File: config.mk
export PLATFORM = sky130hd
export DESIGN_NAME = ram_port_arbiter
export DESIGN_NICKNAME = d
export VERILOG_FILES = /design/src/rtl/ram_arb_pkg.sv /design/src/rtl/rr_arb2.sv /design/src/rtl/ram_port_arbiter.sv
export SDC_FILE = /design/constraint.sdc
export NUM_CORES = 1
export LEC_CHECK = 0
export CAP_MARGIN = 20
export CORE_MARGIN = 2
export CORE_UTILIZATION = 35
export CTS_CLUSTER_DIAMETER = 100
export DETAILED_ROUTE_END_ITERATION = 8
export PLACE_DENSITY_LB_ADDON = 0.15
export SETUP_SLACK_MARGIN = 0.2
export SLEW_MARGIN = 0
export SYNTH_ARGS = -nofsm -noshare
export SYNTH_HDL_FRONTEND = slang
export SYNTH_SLANG_ARGS = --single-unit
File: constraint.sdc
create_clock -name clk -period 4.9 [get_ports clk]
set_input_delay 0.98 -clock clk [delete_from_list [all_inputs] [get_ports clk]]
set_output_delay 0.98 -clock clk [all_outputs]
set_load 0.1 [all_outputs]
File: src/rtl/ram_arb_pkg.sv
// Shared encodings for the two-port byte-RAM arbiter: access sizes, FSM states, port IDs.
package ram_arb_pkg;

  localparam logic [1:0] SZ_BYTE = 2'd0;
  localparam logic [1:0] SZ_HALF = 2'd1;
  localparam logic [1:0] SZ_WORD = 2'd2;

  typedef enum logic [1:0] {
    ST_IDLE = 2'd0,
    ST_BUSY = 2'd1,
    ST_DONE = 2'd2
  } state_e;

  localparam logic PORT_I = 1'b0;
  localparam logic PORT_D = 1'b1;

  // Size code 3 is not a legal encoding; it is sequenced as a full word.
  function automatic logic [2:0] beats_for_size(input logic [1:0] size);
    case (size)
      SZ_BYTE: return 3'd1;
      SZ_HALF: return 3'd2;
      default: return 3'd4;
    endcase
  endfunction

endpackage

File: src/rtl/rr_arb2.sv
// Two-input round-robin arbiter: combinational grant, registered favoured-port pointer.
module rr_arb2
  import ram_arb_pkg::*;
#(
  parameter bit RR_INIT = 1'b0
) (
  input  logic       clk,
  input  logic       rst_n,
  input  logic [1:0] req_i,
  input  logic       take_i,
  output logic       gnt_o
);

  logic fav_q, fav_d;

  // The pointer only moves on real contention, and then to the port that lost.
  always_comb begin
    gnt_o = PORT_I;
    fav_d = fav_q;
    if (req_i[PORT_I] && req_i[PORT_D]) begin
      gnt_o = fav_q;
    end else if (req_i[PORT_D]) begin
      gnt_o = PORT_D;
    end
    if (take_i && req_i[PORT_I] && req_i[PORT_D]) begin
      fav_d = ~fav_q;
    end
  end

  always_ff @(posedge clk or negedge rst_n) begin
    if (!rst_n) begin
      fav_q <= RR_INIT;
    end else begin
      fav_q <= fav_d;
    end
  end

endmodule

File: src/rtl/ram_port_arbiter.sv
// Shares one byte-wide RAM between fetch (port I) and load/store (port D),
// sequencing each access as 1, 2 or 4 little-endian byte beats.
module ram_port_arbiter
  import ram_arb_pkg::*;
#(
  parameter int ADDR_W  = 12,
  parameter bit RR_INIT = 1'b0
) (
  input  logic              clk,
  input  logic              rst_n,
  input  logic              i_req,
  input  logic [ADDR_W-1:0] i_addr,
  output logic [31:0]       i_rdata,
  output logic              i_done,
  input  logic              d_req,
  input  logic              d_we,
  input  logic [1:0]        d_size,
  input  logic [ADDR_W-1:0] d_addr,
  input  logic [31:0]       d_wdata,
  output logic [31:0]       d_rdata,
  output logic              d_done,
  output logic              ram_r_wn,
  output logic [ADDR_W-1:0] ram_addr,
  output logic [7:0]        ram_wdata,
  input  logic [7:0]        ram_rdata
);

  state_e            state_q, state_d;
  logic              port_q, port_d;
  logic              we_q, we_d;
  logic [ADDR_W-1:0] addr_q, addr_d;
  logic [ADDR_W-1:0] last_addr_q, last_addr_d;
  logic [31:0]       wdata_q, wdata_d;
  logic [31:0]       result_q, result_d;
  logic [31:0]       i_rdata_q, i_rdata_d;
  logic [31:0]       d_rdata_q, d_rdata_d;
  logic [2:0]        n_q, n_d;
  logic [1:0]        k_q, k_d;
  logic              gnt, take, last_beat, wr_beat;
  logic [ADDR_W-1:0] beat_addr;
  logic [4:0]        lane;

  rr_arb2 #(.RR_INIT(RR_INIT)) u_arb (
    .clk    (clk),
    .rst_n  (rst_n),
    .req_i  ({d_req, i_req}),
    .take_i (take),
    .gnt_o  (gnt)
  );

  // Beat address wraps naturally in ADDR_W bits.
  assign beat_addr = addr_q + ADDR_W'(k_q);
  assign lane      = {k_q, 3'b000};
  assign last_beat = ({1'b0, k_q} == (n_q - 3'd1));
  assign wr_beat   = (state_q == ST_BUSY) && we_q;

  assign ram_addr  = (state_q == ST_BUSY) ? beat_addr : last_addr_q;
  assign ram_r_wn  = ~wr_beat;
  assign ram_wdata = wr_beat ? wdata_q[lane +: 8] : 8'h00;
  assign i_done    = (state_q == ST_DONE) && (port_q == PORT_I);
  assign d_done    = (state_q == ST_DONE) && (port_q == PORT_D);
  assign i_rdata   = i_rdata_q;
  assign d_rdata   = d_rdata_q;

  always_comb begin
    state_d     = state_q;
    port_d      = port_q;
    we_d        = we_q;
    addr_d      = addr_q;
    wdata_d     = wdata_q;
    n_d         = n_q;
    k_d         = k_q;
    result_d    = result_q;
    last_addr_d = last_addr_q;
    i_rdata_d   = i_rdata_q;
    d_rdata_d   = d_rdata_q;
    take        = 1'b0;
    case (state_q)
      ST_IDLE: begin
        if (i_req || d_req) begin
          take     = 1'b1;
          port_d   = gnt;
          k_d      = 2'd0;
          result_d = 32'h0;
          state_d  = ST_BUSY;
          if (gnt == PORT_I) begin
            addr_d  = i_addr;
            we_d    = 1'b0;
            wdata_d = 32'h0;
            n_d     = 3'd4;
          end else begin
            addr_d  = d_addr;
            we_d    = d_we;
            wdata_d = d_wdata;
            n_d     = beats_for_size(d_size);
          end
        end
      end
      ST_BUSY: begin
        last_addr_d = beat_addr;
        if (!we_q) begin
          result_d[lane +: 8] = ram_rdata;
        end
        k_d = k_q + 2'd1;
        // Publish the final result together with the last captured byte.
        if (last_beat) begin
          state_d = ST_DONE;
          if (port_q == PORT_I) begin
            i_rdata_d = result_d;
          end else begin
            d_rdata_d = result_d;
          end
        end
      end
      ST_DONE: state_d = ST_IDLE;
      default: state_d = ST_IDLE;
    endcase
  end

  always_ff @(posedge clk or negedge rst_n) begin
    if (!rst_n) begin
      state_q     <= ST_IDLE;
      port_q      <= PORT_I;
      we_q        <= 1'b0;
      addr_q      <= '0;
      last_addr_q <= '0;
      wdata_q     <= 32'h0;
      result_q    <= 32'h0;
      i_rdata_q   <= 32'h0;
      d_rdata_q   <= 32'h0;
      n_q         <= 3'd0;
      k_q         <= 2'd0;
    end else begin
      state_q     <= state_d;
      port_q      <= port_d;
      we_q        <= we_d;
      addr_q      <= addr_d;
      last_addr_q <= last_addr_d;
      wdata_q     <= wdata_d;
      result_q    <= result_d;
      i_rdata_q   <= i_rdata_d;
      d_rdata_q   <= d_rdata_d;
      n_q         <= n_d;
      k_q         <= k_d;
    end
  end

endmodule

==> impl_metrics.toml <==
[worst_setup_path]
crit_path_max_incr_delay_ns = 0.74
crit_required_ns = 3.92
crit_chain = "inv_1 -> fa_1 -> nor2b_1 -> nand4_1 -> xor2_1 -> o21ai_1 -> buf_4"
start_kind = "flip-flop"
end_kind = "primary output"
cpMaxStageDelayCell = "dfrtp_1"
worstSetupPathType = "reg -> out"
worst-path-buf-inv = 2
critPathTopFamily = "flip-flops"
arrival_ns = 2.97
path_max_fanout = 14

[synthesis]
synth_area_um2 = 7150
synth.most_common_cell = "dfrtp_1"
synth_cells = 581
synthAdderAreaFrac_pct = 1.68
synth_compound_area_share_pct = 17.0
synth_cell_types = 49
syn_avg_cell_area_um2 = 12.3
ys_ff_latch = 162
syn_nets = 661
muxShareOfSynthArea_pct = 10.1
ys.flop_type = "dfrtp_1"
synth_top_area_cell = "dfrtp_1"
synth_top_family_by_area = "compound AO/OA/AOI/OAI gates"
yosys_warnings = 0
netlist.area_leader.share_pct = 56.7
seq_area_frac_synth_pct = 56.7
synthTopCellsByCount = "dfrtp_1 (162), a22o_1 (79), nand2_1 (47), o21ai_0 (26)"
synth-xor-area-share_pct = 1.59
synthSimpleGateAreaFrac_pct = 9.29
synth_edf_count = 0
synthArstFlopShare_pct = 100
synth_area_leaders = "dfrtp_1 (57%), a22o_1 (9.7%), mux2_4 (3.4%)"

[global_routing]
antenna_found_initial = 0
grt_usage_pct = 16.7
grt_pass1_vias = 5316
overflow = 0
grt_pass1_wl_um = 28500
grt_max_degree = 90

[cts]
clock_latency_ns = 0.43
root_buffer = "clkbuf_16"
cts_tree = "yes"
cts-hold-fix-buffers = 0
clock_path_buffers = 2
cts_sinks = 162
clk_pin_slew_ns = 0.06
htree_levels = 4
ctsResizeCount = 0
cts_made_buffers = 17
post_cts_buffers = 0

[detailed_routing]
routed_wl_um = 17300
dr.pass1.iters = 5
vias_per_cell = 5.12
first_iter_violations = 272
wl_per_cell_um = 17.2
drc_errors = 0
vias = 5126
antenna_left = 0

[sta]
setup_tns_ns = 0
hold_ws_ns = 0.483
relSlewSlack_pct = 34.2
post-route-period-util_pct = 80.7
skew_ns = 0.00868
period_needed_ns = 3.95
hold_viol_final = 0
tightest_slew_ns = 0.984
rsz0062_at_grt = "no"
clock.fmax_mhz = 253
setup_viol_count_final = 0
slew_viol_final = 0

[floorplan]
initial_core_util_pct = 35.5
die_h_um = 147
pin_count = 158
core_region_area_um2 = 20200
dieArea_um2 = 21600
rows = 52
die_width_um = 147

[placed_design]
port_buffers = 157
gp_congestion = 0.767
dp_hpwl_um = 11700
postPlaceCellArea_um2 = 8880

[min_path]
min_path_type = "reg -> reg"

[run_status]
status = "completed"

[cells_and_area]
design_area_um2 = 9500
drive_gt1_share_pct = 15.4
nets = 799
syn2layout_area_growth_pct = 32.8
diodes = 0

[flow_run]
maxCapViolCount = 0
area by class of cell:
type	instances	area [um^2]
flip-flops and latches	162	4050
fillers	1824	10700
clock buffers	20	457
inverters	9	33.8
clock inverters	12	156
repair buffers	167	1600
multi-input cells	362	2860
well taps	270	338
logic make-up after synthesis:
logic type      Yosys count
fa+ha+maj                 9
xor+xnor                 13
compound gates          166
buf+inv                  57
flops                   162
mux                      52
simple gates            122
worst paths after layout:
kind,start,to,slack (ns),cells past startpoint
min in group asynchronous,rst_n,d_rdata[17]$_DFFE_PN0P_,0.61,1
min reg2reg,i_rdata[12]$_DFFE_PN0P_,i_rdata[12]$_DFFE_PN0P_,0.48,2
max in group asynchronous,rst_n,i_rdata[11]$_DFFE_PN0P_,3.27,2
min,i_rdata[12]$_DFFE_PN0P_,i_rdata[12]$_DFFE_PN0P_,0.48,2
max,k_q[1]$_DFFE_PN0P_,ram_addr[10],0.95,7
max reg2reg,k_q[0]$_DFFE_PN0P_,result_q[17]$_DFFE_PN0P_,1.89,7
through the flow:
| step | util, % | cells | setup WS (ns) |
|---|---|---|---|
| after global placement | 44.1 | 970 | 1.35 |
| after detailed placement | 44.1 | 970 | 1.35 |
| after floorplan | - | 581 | 0.296 |
| after global routing | 47.1 | 1002 | 0.698 |
| after CTS | 47.1 | 1002 | 0.855 |
| final | 47.1 | 1002 | 0.946 |
metal layers:
| metal | vias up | GRT usage [%] | routed length, um |
|---|---|---|---|
| met2 | 161 | 26.7 | 8090 |
| met3 | 16 | 4.19 | 1000 |
| met5 | - | 0 | 0 |
| li1 | 2414 | - | - |
| met1 | 2535 | 22.7 | 8000 |
| met4 | 0 | 4.76 | 165 |
placed cells by master (no fill, tap or decap), types with 9 or more instances in the layout:
master / Yosys / routed
o21ai_1: 13 / 17
mux2_4: 16 / 16
a32oi_1: 10 / 10
nand2_1: 47 / 47
xor2_1: 10 / 10
a21oi_1: 23 / 23
clkbuf_16: 0 / 17
mux2i_1: 12 / 12
nor2_1: 19 / 19
dfrtp_1: 162 / 162
buf_4: 2 / 30
a22o_1: 79 / 79
and3_1: 9 / 9
o21ai_0: 26 / 21
clkdlybuf4s50_1: 0 / 136
mux2_2: 16 / 16
registers in the layout, indices dropped and copies added (netlist names), 3 cells and up:
signal       count
i_rdata         32
wdata_q         32
addr_q          12
last_addr_q     12
result_q        32
d_rdata         32
n_q              3
tightest hold or removal path, cell delays in order, from the launching register on:
cell,delay [ns]
dfrtp_1,0.34
nand2_1,0.06
o21ai_2,0.05
Power is left out: the tool's default activity adds up to more than one toggle a clock period on the data nets, which glitch-free logic cannot reach.
